==> config.mk <==
export PLATFORM = sky130hd
export DESIGN_NAME = fetch_decode_reg_flat
export DESIGN_NICKNAME = d
export VERILOG_FILES = /design/src/rtl/riscv_pkg.sv /design/src/rtl/fetch_decode_reg_if.sv /design/src/rtl/fetch_decode_reg.sv /design/src/flat_wrapper.sv
export SDC_FILE = /design/constraint.sdc
export NUM_CORES = 1
export LEC_CHECK = 0
export CORE_MARGIN = 2
export CORE_UTILIZATION = 45
export DETAILED_ROUTE_END_ITERATION = 12
export PLACE_DENSITY = 0.74
export SLEW_MARGIN = 20
export SYNTH_ARGS = -nofsm -noshare
export SYNTH_HDL_FRONTEND = slang
export SYNTH_SLANG_ARGS = --single-unit
==> constraint.sdc <==
create_clock -name clk -period 3 [get_ports clk]
set_clock_uncertainty 0.05 [all_clocks]
set_input_delay 0.3 -clock clk [delete_from_list [all_inputs] [get_ports clk]]
set_output_delay 0.3 -clock clk [all_outputs]
set_load 0.01 [all_outputs]
==> src/rtl/riscv_pkg.sv <==
// riscv_pkg: shared fetch/decode register types and constants.
package riscv_pkg;
    typedef enum logic [1:0] {EMPTY, ONE, TWO} fd_state_t;
    localparam logic [31:0] NOP_INSTR = 32'h00000013;
endpackage

==> src/rtl/fetch_decode_reg_if.sv <==
// fetch_decode_reg_if: fetch-side and decode-side signals of the fetch/decode pipeline register.
interface fetch_decode_reg_if #(parameter int DATA_WIDTH = 32);
    logic [DATA_WIDTH-1:0] instrF_i, PCF_i, PCPlus4F_i;
    logic                  validF_i, readyF_o, stallD_i, flushD_i;
    logic [DATA_WIDTH-1:0] instrD_o, PCD_o, PCPlus4D_o;
    logic                  validD_o;
    modport master (
        output instrF_i, PCF_i, PCPlus4F_i, validF_i, stallD_i, flushD_i,
        input  readyF_o, instrD_o, PCD_o, PCPlus4D_o, validD_o
    );
    modport slave (
        input  instrF_i, PCF_i, PCPlus4F_i, validF_i, stallD_i, flushD_i,
        output readyF_o, instrD_o, PCD_o, PCPlus4D_o, validD_o
    );
endinterface

==> src/rtl/fetch_decode_reg.sv <==
// fetch_decode_reg: 2-entry skid buffer between fetch and decode.
// Define FD_BUBBLE_NOP_EN to present a NOP on instrD_o whenever no instruction is valid.
module fetch_decode_reg
    import riscv_pkg::*;
#(
    parameter int DATA_WIDTH = 32
) (
    input logic clk,
    input logic rst_n,
    fetch_decode_reg_if.slave bus
);
    fd_state_t state, state_nxt;
    logic [DATA_WIDTH-1:0] head_instr, head_pc, head_pc4;
    logic [DATA_WIDTH-1:0] skid_instr, skid_pc, skid_pc4;
    logic ready, accept, advance, load_head, load_skid, pop_skid;

    always_comb begin
        accept    = bus.validF_i & ready & ~bus.flushD_i;
        advance   = (state != EMPTY) & ~bus.stallD_i;
        load_head = accept & ((state == EMPTY) | (state == ONE & advance));
        load_skid = accept & (state == ONE) & ~advance;
        pop_skid  = (state == TWO) & advance & ~bus.flushD_i;
        state_nxt = bus.flushD_i ? EMPTY :
                    state == EMPTY ? (accept ? ONE : EMPTY) :
                    state == ONE ? (load_skid ? TWO : (advance & ~accept) ? EMPTY : ONE) :
                    (advance ? ONE : TWO);
    end

    always_ff @(posedge clk or negedge rst_n) begin
        if (!rst_n) begin
            state      <= EMPTY;
            ready      <= 1'b1;
            head_instr <= '0;
            head_pc    <= '0;
            head_pc4   <= '0;
            skid_instr <= '0;
            skid_pc    <= '0;
            skid_pc4   <= '0;
        end else begin
            state <= state_nxt;
            ready <= state_nxt != TWO;
            if (load_head) begin
                head_instr <= bus.instrF_i;
                head_pc    <= bus.PCF_i;
                head_pc4   <= bus.PCPlus4F_i;
            end else if (pop_skid) begin
                head_instr <= skid_instr;
                head_pc    <= skid_pc;
                head_pc4   <= skid_pc4;
            end
            if (load_skid) begin
                skid_instr <= bus.instrF_i;
                skid_pc    <= bus.PCF_i;
                skid_pc4   <= bus.PCPlus4F_i;
            end
        end
    end

    assign bus.readyF_o   = ready;
    assign bus.validD_o   = state != EMPTY;
    assign bus.PCD_o      = head_pc;
    assign bus.PCPlus4D_o = head_pc4;
`ifdef FD_BUBBLE_NOP_EN
    assign bus.instrD_o = (state != EMPTY) ? head_instr : DATA_WIDTH'(NOP_INSTR);
`else
    assign bus.instrD_o = head_instr;
`endif
endmodule

==> src/flat_wrapper.sv <==
// flat-port wrapper written by rule: the top's interface ports become plain ports
module fetch_decode_reg_flat import riscv_pkg::*;
#(
    parameter int DATA_WIDTH = 32
)
  (clk, rst_n, bus_instrF_i, bus_PCF_i, bus_PCPlus4F_i, bus_validF_i, bus_stallD_i, bus_flushD_i, bus_readyF_o, bus_instrD_o, bus_PCD_o, bus_PCPlus4D_o, bus_validD_o);
  fetch_decode_reg_if #(.DATA_WIDTH(DATA_WIDTH)) bus_i ();
  input logic clk;
  input logic rst_n;
  input wire logic [$bits(bus_i.instrF_i)-1:0] bus_instrF_i;
  input wire logic [$bits(bus_i.PCF_i)-1:0] bus_PCF_i;
  input wire logic [$bits(bus_i.PCPlus4F_i)-1:0] bus_PCPlus4F_i;
  input wire logic [$bits(bus_i.validF_i)-1:0] bus_validF_i;
  input wire logic [$bits(bus_i.stallD_i)-1:0] bus_stallD_i;
  input wire logic [$bits(bus_i.flushD_i)-1:0] bus_flushD_i;
  output wire logic [$bits(bus_i.readyF_o)-1:0] bus_readyF_o;
  output wire logic [$bits(bus_i.instrD_o)-1:0] bus_instrD_o;
  output wire logic [$bits(bus_i.PCD_o)-1:0] bus_PCD_o;
  output wire logic [$bits(bus_i.PCPlus4D_o)-1:0] bus_PCPlus4D_o;
  output wire logic [$bits(bus_i.validD_o)-1:0] bus_validD_o;
  assign bus_i.instrF_i = bus_instrF_i;
  assign bus_i.PCF_i = bus_PCF_i;
  assign bus_i.PCPlus4F_i = bus_PCPlus4F_i;
  assign bus_i.validF_i = bus_validF_i;
  assign bus_i.stallD_i = bus_stallD_i;
  assign bus_i.flushD_i = bus_flushD_i;
  assign bus_readyF_o = bus_i.readyF_o;
  assign bus_instrD_o = bus_i.instrD_o;
  assign bus_PCD_o = bus_i.PCD_o;
  assign bus_PCPlus4D_o = bus_i.PCPlus4D_o;
  assign bus_validD_o = bus_i.validD_o;
  fetch_decode_reg #(.DATA_WIDTH(DATA_WIDTH)) u_core (.clk(clk), .rst_n(rst_n), .bus(bus_i));
endmodule
==> results of run 1 <==
[critical path, delay by kind of cell, from the launching register on]
kind | cells | cell delay (ns)
AO/OA/AOI/OAI | 2 | 0.33
flip-flops | 1 | 0.56
buffers and inverters | 1 | 0.57
AND/OR/NAND/NOR | 2 | 0.58
[path summary, 6_finish.rpt]
kind | depth (start not counted) | startpoint | slack [ns] | end
max in group asynchronous | 3 | rst_n | 1.54 | u_core.bus.readyF_o
min in group asynchronous | 2 | rst_n | 0.46 | u_core.skid_pc4[29]
hold reg to reg | 1 | u_core.bus.PCPlus4D_o[8] | 0.43 | u_core.bus.PCPlus4D_o[8]
hold / removal | 3 | bus_PCPlus4F_i[28] | 0.38 | u_core.bus.PCPlus4D_o[28]
setup / recovery | 5 | u_core.bus.readyF_o | 0.80 | u_core.bus.PCD_o[27]
setup reg to reg | 5 | u_core.bus.readyF_o | 0.80 | u_core.bus.PCD_o[27]
[flip-flops by register name (all words and copies together), names as in the netlist]
signal and count:
u_core.skid_instr 32, u_core.bus.instrD_o 32, u_core.state 2, u_core.skid_pc4 32, u_core.bus.readyF_o 1, u_core.bus.PCPlus4D_o 32
u_core.bus.PCD_o 32, u_core.skid_pc 32
[Yosys cell counts]
| library cell | instances |
|---|---|
| a21o_1 | 93 |
| a21oi_1 | 1 |
| a22o_1 | 93 |
| and3_1 | 1 |
| buf_1 | 3 |
| buf_2 | 22 |
| buf_4 | 1 |
| buf_6 | 4 |
| clkbuf_1 | 11 |
| dfrtp_1 | 194 |
| dfstp_2 | 1 |
| inv_1 | 1 |
| mux2_2 | 97 |
| mux2i_1 | 3 |
| nand2_1 | 6 |
| nor2_1 | 2 |
| nor2b_1 | 1 |
| nor3_2 | 1 |
| nor4b_1 | 1 |
| nor4b_4 | 1 |
| o21ai_0 | 1 |
| o21ai_1 | 3 |
| o22a_1 | 1 |
| or2_2 | 1 |
[per-stage QoR]
stage / power, mW / worst slack, ns
finish: 7.39 / 0.801
floorplan: 4.36 / 1.20
CTS: 7.47 / 0.775
global route: 7.77 / 0.687
detailed placement: 5.28 / 0.452
global placement: 5.18 / 0.507
[routing by layer]
layer / GRT usage [%] / up-vias
li1: - / 2386
met1: 25.4 / 2731
met2: 32.5 / 145
met3: 4.96 / 27
met4: 8.85 / 0
met5: 0 / -
[power groups by stage]
stage | Clock [mW] | Combinational [mW] | Sequential [mW]
floorplan | 0 | 0.667 | 3.69
global placement | 0 | 1.55 | 3.63
detailed placement | 0 | 1.60 | 3.68
CTS | 2.23 | 1.61 | 3.63
global route | 2.36 | 1.71 | 3.70
finish | 2.18 | 1.58 | 3.63
[kinds of logic after synthesis]
| kind of cell | synth area share, % |
|---|---|
| simple gates | 1.16 |
| mux | 14.3 |
| flops | 62.1 |
| buf+inv | 2.79 |
| compound gates | 19.7 |
[final cells by class]
type / instances / area [µm²] / share of cell area, %
flip-flops and latches: 195 / 4880 / 45.8
multi-input cells: 306 / 2780 / 26.1
repair buffers: 208 / 2130 / 20.0
clock buffers: 17 / 425 / 4.00
well taps: 225 / 282 / 2.64
clock inverters: 15 / 150 / 1.41
inverters: 1 / 3.75 / 0.0353
==> results.sh, run 1 <==
export IMPL_dr_total_vias=5289
export IMPL_synth_seq_area_share_pct=62.1
export IMPL_cp_required_ns=3.32
export IMPL_fp_row_count=48
export IMPL_ctsHoldBuffers=1
export IMPL_hold_viol_final=0
export IMPL_drt_pass1_iter_count=4
export IMPL_nNetsFinal=830
export IMPL_tns_ns=0
export IMPL_io_pins=199
export IMPL_vias_per_cell=5.47
export IMPL_grt_pass1_wl_um=28500
export IMPL_post_cts_resized=0
export IMPL_synth_nets=644
export IMPL_cp_max_fo=53
export IMPL_n_fill_cell=1320
export IMPL_dp_cells=934
export IMPL_clock_sinks=195
export IMPL_start_util_pct=45.8
export IMPL_track_usage_pct=20.0
export IMPL_clock_path_buffers=2
export IMPL_crit_chain="nand2_1, nor4b_2, buf_4, a22o_1, a21o_1"
export IMPL_maxSlewViolCount=0
export IMPL_end_kind="register"
export IMPL_design_die_area_um2=18500
export IMPL_switching_power_mw=1.94
export IMPL_hpwlAfterDp_um=11800
export IMPL_portBuffers=198
export IMPL_instances_no_fill=967
export IMPL_finalCoreUtilization_pct=62.0
export IMPL_synthesis_area_um2=7860
export IMPL_p_int_mw=5.45
export IMPL_place_congestion=0.769
export IMPL_dr_first_iter_drc_count=329
export IMPL_fmax_mhz=455
export IMPL_min_period_ns=2.20
export IMPL_dpl_cell_area_um2=10100
export IMPL_yosys_warnings=0
export IMPL_antenna_cells=0
export IMPL_pwr_share_clk_pct=29.5
export IMPL_p_leak_nw=5.04
export IMPL_slew_headroom_pct=43.8
export IMPL_arrival_ns=2.52
export IMPL_setup_viol_count_final=0
export IMPL_fin_area_um2=10600
export IMPL_drt_wl_total_um=17900
export IMPL_ant_nets=0
export IMPL_yosys_area_top_type="dfrtp_1"
export IMPL_route_met2_wl_um=8860
export IMPL_slowest_delay_ns=0.57
export IMPL_htreeDepth=4
export IMPL_power_density_nw_per_um2=694
export IMPL_antenna_found_initial=0
export IMPL_cts_buffers=17
export IMPL_first_global_vias=5461
export IMPL_finalCritPeriodShare_pct=73.3
export IMPL_syn2layout_area_growth_pct=35.5
export IMPL_cts_tree="built"
export IMPL_synthTopCellsByArea="dfrtp_1, mux2_2, a22o_1"
export IMPL_die_h_um=136
export IMPL_highest_layer="met4"
export IMPL_combinationalPowerShare_pct=21.4
export IMPL_root_buffer="clkbuf_16"
export IMPL_grt_max_degree=106
export IMPL_p_seq_share_pct=49.1
export IMPL_cp_start_kind="register"
export IMPL_wl_met3_um=1060
export IMPL_cts_setup_buffers=0
export IMPL_final_common_cell="clkdlybuf4s50_1"
export IMPL_synth_avg_cell_area_um2=14.5
export IMPL_tightestPinTransition_ns=0.844
export IMPL_irDropWorstVdd_mv=0.408
export IMPL_overflow=0
export IMPL_synthesis_instances=543
export IMPL_clk_latency_ns=0.43
export IMPL_chipWidth_um=136
export IMPL_wl_met1_um=7520
export IMPL_maxCapViolCount=0
export IMPL_worstHoldPathType="primary input to register"
export IMPL_drc_errors=0
export IMPL_cp_slowest_cell="buf_4"
export IMPL_whs_ns=0.382
export IMPL_routedWlPerCell_um=18.5
export IMPL_path_class="register to register"
export IMPL_yosysUniqueCellTypes=24
export IMPL_core_um2=17200
export IMPL_clk_pin_slew_ns=0.07
export IMPL_switching_share_pct=26.3
export IMPL_yosysTopAreaCellShare_pct=61.8
export IMPL_ys_seq_elements=195
export IMPL_drive_above_1_share_pct=19.5
export IMPL_status="completed"
export IMPL_layout_common_cells="clkdlybuf4s50_1, dfrtp_1, mux2_2, a22o_1, a21o_1"
export IMPL_grt_setup_unrepaired="no"
Power figures use the tool's default switching activity.
==> inputs of run 2 (changes only) <==
==> constraint.sdc (replaced) <==
create_clock -name clk -period 2.11 [get_ports clk]
set_clock_uncertainty 0.05 [all_clocks]
set_input_delay 0.211 -clock clk [delete_from_list [all_inputs] [get_ports clk]]
set_output_delay 0.211 -clock clk [all_outputs]
set_load 0.01 [all_outputs]
==> run 2 against run 1 <==
Global-route usage rose by 0.80 points; core utilization rose by 1.8 points; total power rose by 46%; sequential share of layout area fell by 1.3 points; cell count rose by 1.9%; first-iteration DRC count fell by 37%; critical path type is now register to output port; critical endpoint is now bus_validD_o.
==> results.sh, run 2 (same netlist as run 1, synthesis figures left out) <==
export IMPL_die_h_um=136
export IMPL_final_setup_worst_slack_ns=0.101
export IMPL_dr_first_iter_drc_count=206
export IMPL_irDropWorstVdd_mv=0.580
export IMPL_cp_max_fo=7
export IMPL_nNetsFinal=850
export IMPL_hpwlAfterDp_um=12700
export IMPL_end_kind="output port"
export IMPL_instances_no_fill=985
export IMPL_fmax_mhz=498
export IMPL_routedWlPerCell_um=18.7
export IMPL_start_util_pct=45.8
export IMPL_fin_area_um2=11000
export IMPL_dp_cells=954
export IMPL_grt_pass1_wl_um=29700
export IMPL_maxCapViolCount=0
export IMPL_clk_pin_slew_ns=0.07
export IMPL_cts_tree="built"
export IMPL_drive_above_1_share_pct=21.4
export IMPL_dr_total_vias=5406
export IMPL_dpl_cell_area_um2=10300
export IMPL_antenna_found_initial=0
export IMPL_cp_required_ns=1.85
export IMPL_grt_setup_unrepaired="no"
export IMPL_arrival_ns=1.75
export IMPL_slew_headroom_pct=65.5
export IMPL_p_leak_nw=5.20
export IMPL_antenna_cells=0
export IMPL_vias_per_cell=5.49
export IMPL_wl_met1_um=7730
export IMPL_root_buffer="clkbuf_16"
export IMPL_reg2reg_setup_slack_ns=0.27
export IMPL_clock_sinks=195
export IMPL_first_global_vias=5741
export IMPL_chipWidth_um=136
export IMPL_path_class="register to output port"
export IMPL_tightestPinTransition_ns=0.518
export IMPL_multiInputGateArea_um2=2780
export IMPL_wl_met3_um=919
export IMPL_n_fill_cell=1295
export IMPL_fp_row_count=48
export IMPL_finalCritPeriodShare_pct=95.2
export IMPL_place_congestion=0.836
export IMPL_worstHoldPathType="primary input to asynchronous set/reset pin"
export IMPL_io_pins=199
export IMPL_cp_start_kind="register"
export IMPL_tns_ns=0
export IMPL_maxSlewViolCount=0
export IMPL_syn2layout_area_growth_pct=39.3
export IMPL_whs_ns=0.250
export IMPL_drc_errors=0
export IMPL_portBuffers=198
export IMPL_post_cts_resized=0
export IMPL_design_die_area_um2=18500
export IMPL_regArea_um2=4880
export IMPL_cts_buffers=17
export IMPL_drt_pass1_iter_count=4
export IMPL_route_met2_wl_um=9280
export IMPL_setup_viol_count_final=0
export IMPL_layout_common_cells="clkdlybuf4s50_1, dfrtp_1, mux2_2, a22o_1, a21o_1"
export IMPL_htreeDepth=4
export IMPL_clk_latency_ns=0.43
export IMPL_grt_max_degree=66
export IMPL_preCtsSetupSlack_ns=0.0812
export IMPL_highest_layer="met4"
export IMPL_power_density_nw_per_um2=985
export IMPL_hold_viol_final=0
export IMPL_status="completed"
export IMPL_track_usage_pct=20.8
export IMPL_clock_path_buffers=2
export IMPL_final_common_cell="clkdlybuf4s50_1"
export IMPL_drt_wl_total_um=18400
export IMPL_overflow=0
export IMPL_min_period_ns=2.01
export IMPL_ant_nets=0
export IMPL_core_um2=17200
run 2: changes by cell type in the layout (fill, tap and decap cells not counted):
| cell | previous run | this run |
|---|---|---|
| buf_12 | 5 | 15 |
| buf_4 | 4 | 14 |
| bufinv_16 | 1 | 3 |
| clkbuf_8 | 1 | 3 |
| clkinv_2 | 1 | 2 |
| clkinv_4 | 6 | 1 |
| clkinvlp_4 | 3 | 2 |
| inv_6 | 2 | 3 |
| inv_8 | 2 | 0 |
run 2: worst paths after layout:
kind,from,to,depth (start not counted)
worst min-delay path,rst_n,u_core.skid_pc4[25],2
max in group asynchronous,rst_n,u_core.skid_instr[18],3
min in group clk,bus_PCPlus4F_i[28],u_core.bus.PCPlus4D_o[28],3
worst max-delay path,u_core.state[1],bus_validD_o,2
worst max register to register,u_core.bus.readyF_o,u_core.skid_pc[12],5
worst min register to register,u_core.bus.PCPlus4D_o[3],u_core.bus.PCPlus4D_o[3],1
run 2: metrics by stage:
stage                     util, %  power [mW]
after floorplan                 -        6.20
after global placement       60.2        7.41
after detailed placement     60.2        7.56
after CTS                    63.8        10.9
after global routing         63.8        11.3
final                        63.8        10.8
run 2: power breakdown:
| part | internal (mW) | switching, mW | total [mW] |
|---|---|---|---|
| combinational | 1.48 | 0.822 | 2.31 |
| clock | 1.93 | 1.38 | 3.31 |
| sequential | 4.65 | 0.527 | 5.17 |
run 2: final cells by class:
| cell class | instances | area share, % |
|---|---|---|
| clock buffers | 19 | 4.14 |
| clock inverters | 11 | 1.37 |
| inverters | 1 | 0.0343 |
| multi-input cells | 306 | 25.4 |
| flip-flops and latches | 195 | 44.6 |
| well taps | 225 | 2.57 |
| repair buffers | 228 | 21.9 |
run 2: repair_timing:
item                      in CTS  in global routing
buffers inserted               0                  0
hold endpoints to repair      55                  0
hold buffers                   1                  0
run 2: worst max-delay path, cell delays in order (launching register included):
cell	delay, ns
dfrtp_1	0.47
or2_2	0.33
clkdlybuf4s50_1	0.52
run 2: layer usage:
| metal | GRT usage, % | up-vias |
|---|---|---|
| li1 | - | 2434 |
| met1 | 25.9 | 2769 |
| met3 | 4.44 | 33 |
| met2 | 35.0 | 170 |
| met5 | 0 | - |
| met4 | 8.91 | 0 |
==> inputs of run 3 (changes only) <==
--- a/config.mk
+++ b/config.mk
@@ -5,10 +5,11 @@
 export SDC_FILE = /design/constraint.sdc
 export NUM_CORES = 1
 export LEC_CHECK = 0
+export ABC_AREA = 1
 export CORE_MARGIN = 2
 export CORE_UTILIZATION = 45
 export DETAILED_ROUTE_END_ITERATION = 12
-export PLACE_DENSITY = 0.74
+export PLACE_DENSITY = 0.73
 export SLEW_MARGIN = 20
 export SYNTH_ARGS = -nofsm -noshare
 export SYNTH_HDL_FRONTEND = slang
==> run 3 against run 2 <==
Sequential power decreased by 3%; cell area grew 3.5%; non-clock buffer count down 8; highest routed layer unchanged; synthesized cell count up 79%; critical endpoint unchanged; register-to-register slack better by 0.08 ns; via count is 38% higher; count of clock-buffer cells in the layout stayed put; largest power group unchanged; sequential share of layout area fell by 1.5 points.
==> results.sh, run 3 <==
export IMPL_track_usage_pct=22.9
export IMPL_ys_seq_elements=195
export IMPL_setup_viol_count_final=0
export IMPL_status="completed"
export IMPL_hpwlAfterDp_um=13800
export IMPL_r2r_end="u_core.skid_pc4[0]"
export IMPL_regArea_um2=4880
export IMPL_vias_per_cell=5.42
export IMPL_yosys_warnings=0
export IMPL_antenna_cells=0
export IMPL_end_kind="output port"
export IMPL_reg2reg_setup_slack_ns=0.35
export IMPL_power_density_nw_per_um2=926
export IMPL_yosys_mux_area_fraction_pct=0
export IMPL_first_global_vias=7191
export IMPL_cp_required_ns=1.85
export IMPL_clock_sinks=195
export IMPL_synth_avg_cell_area_um2=8.71
export IMPL_yosysMostFrequentCell="nand3_1"
export IMPL_synthAdderAreaFrac_pct=0
export IMPL_grt_pass1_wl_um=36800
export IMPL_slew_headroom_pct=55.6
export IMPL_nNetsFinal=1233
export IMPL_preCtsSetupSlack_ns=0.140
export IMPL_min_period_ns=1.87
export IMPL_design_die_area_um2=20000
export IMPL_finalCoreUtilization_pct=61.0
export IMPL_core_um2=18600
export IMPL_synth_edf_count=0
export IMPL_fmax_mhz=534
export IMPL_synthTopCellsByArea="dfrtp_1, nand3_1, o21ai_1"
export IMPL_chipWidth_um=141
export IMPL_cp_max_fo=4
export IMPL_dpl_cell_area_um2=10700
export IMPL_cts_buffers=17
export IMPL_synth_seq_area_share_pct=57.5
export IMPL_dr_first_iter_drc_count=658
export IMPL_ant_nets=0
export IMPL_synth_ff_type="dfrtp_1"
export IMPL_post_cts_resized=0
export IMPL_cp_slowest_cell="clkdlybuf4s50_1"
export IMPL_dp_cells=1346
export IMPL_antenna_found_initial=0
export IMPL_final_common_cell="nand3_1"
export IMPL_clk_latency_ns=0.43
export IMPL_drc_errors=0
export IMPL_overflow=0
export IMPL_drt_wl_total_um=22400
export IMPL_ctsHoldBuffers=1
export IMPL_r2r_start="u_core.bus.readyF_o"
export IMPL_grt_setup_unrepaired="no"
export IMPL_crit_chain="inv_2, nand2_1, clkdlybuf4s50_1"
export IMPL_layout_common_cells="nand3_1, clkdlybuf4s50_1, dfrtp_1, nand2_1, inv_1"
export IMPL_maxCapViolCount=0
export IMPL_worstHoldPathType="primary input to asynchronous set/reset pin"
export IMPL_irDropWorstVdd_mv=0.564
export IMPL_yosysTopAreaCellShare_pct=57.2
export IMPL_synth_top_family_by_area="simple AND/OR/NAND/NOR gates"
export IMPL_htreeDepth=4
export IMPL_fp_row_count=50
export IMPL_maxSlewViolCount=0
export IMPL_instances_no_fill=1378
export IMPL_io_pins=199
export IMPL_hold_viol_final=0
export IMPL_drt_pass1_iter_count=5
export IMPL_grt_max_degree=131
export IMPL_synth_compound_area_share_pct=5.83
export IMPL_synthesis_instances=974
export IMPL_cts_tree="built"
export IMPL_yosysUniqueCellTypes=17
export IMPL_routedWlPerCell_um=16.3
export IMPL_synth_commonest_cells="nand3_1, dfrtp_1, nand2_1"
export IMPL_power_total_mw=10.5
export IMPL_cts_setup_buffers=0
export IMPL_slowest_delay_ns=0.57
export IMPL_cp_start_kind="register"
export IMPL_n_fill_cell=1586
export IMPL_finalCritPeriodShare_pct=88.7
export IMPL_clock_path_buffers=2
export IMPL_whs_ns=0.251
export IMPL_portBuffers=198
export IMPL_start_util_pct=45.7
export IMPL_fin_area_um2=11300
export IMPL_arrival_ns=1.61
export IMPL_dr_total_vias=7463
export IMPL_place_congestion=0.764
export IMPL_drive_above_1_share_pct=5.33
export IMPL_synth_nets=1075
export IMPL_clk_pin_slew_ns=0.07
export IMPL_tns_ns=0
export IMPL_final_setup_worst_slack_ns=0.238
export IMPL_async_flop_share_pct=100
export IMPL_die_h_um=141
export IMPL_reg2regPathDepth=6
export IMPL_tightestPinTransition_ns=0.666
export IMPL_synthesis_area_um2=8480
export IMPL_root_buffer="clkbuf_16"
export IMPL_synth_simple_area_share_pct=27.9
export IMPL_multiInputGateArea_um2=2900
export IMPL_p_leak_nw=5.39
export IMPL_syn2layout_area_growth_pct=33.6
export IMPL_path_class="register to output port"
export IMPL_synth_xor_area_share_pct=0
export IMPL_yosys_area_top_type="dfrtp_1"
## run 3: worst max-delay path: cells and delay by family, from the launching register on
kind,cells,cell delay (ns)
buffers and inverters,2,0.63
DFF,1,0.49
and+or+nand+nor,1,0.07
## run 3: kinds of logic after synthesis
logic type / Yosys count
AND/OR/NAND/NOR: 498
flip-flops: 195
AO/OA/AOI/OAI: 98
buffers and inverters: 183
## run 3: how the worst max path moves through the flow
stage	from	end
after global routing	u_core.state[0]	bus_validD_o
after global placement	bus_stallD_i	u_core.bus.PCPlus4D_o[28]
after floorplan	u_core.bus.readyF_o	u_core.bus.PCD_o[30]
after CTS	u_core.state[0]	bus_validD_o
after detailed placement	bus_flushD_i	u_core.skid_pc[9]
final	u_core.state[0]	bus_validD_o
## run 3: final cells by class
class | count | share of cell area (%)
Inverter | 102 | 3.38
Timing Repair Buffer | 220 | 20.1
Clock inverter | 12 | 1.38
Tap cell | 234 | 2.58
Multi-Input combinational cell | 596 | 25.6
Clock buffer | 19 | 3.91
Sequential cell | 195 | 43.1
## run 3: report_power, final
part | leakage (nW) | switching (mW) | internal [mW]
combinational | 2.66 | 1.02 | 1.17
clock | 0.294 | 1.41 | 1.90
sequential | 2.44 | 0.466 | 4.53
## run 3: layer usage
| layer | vias to the layer above | GRT usage (%) | routed length [µm] |
|---|---|---|---|
| met3 | 13 | 5.23 | 1920 |
| met5 | - | 0 | 0 |
| li1 | 3574 | - | - |
| met1 | 3582 | 32.2 | 9860 |
| met2 | 294 | 36.1 | 10500 |
| met4 | 0 | 5.74 | 218 |
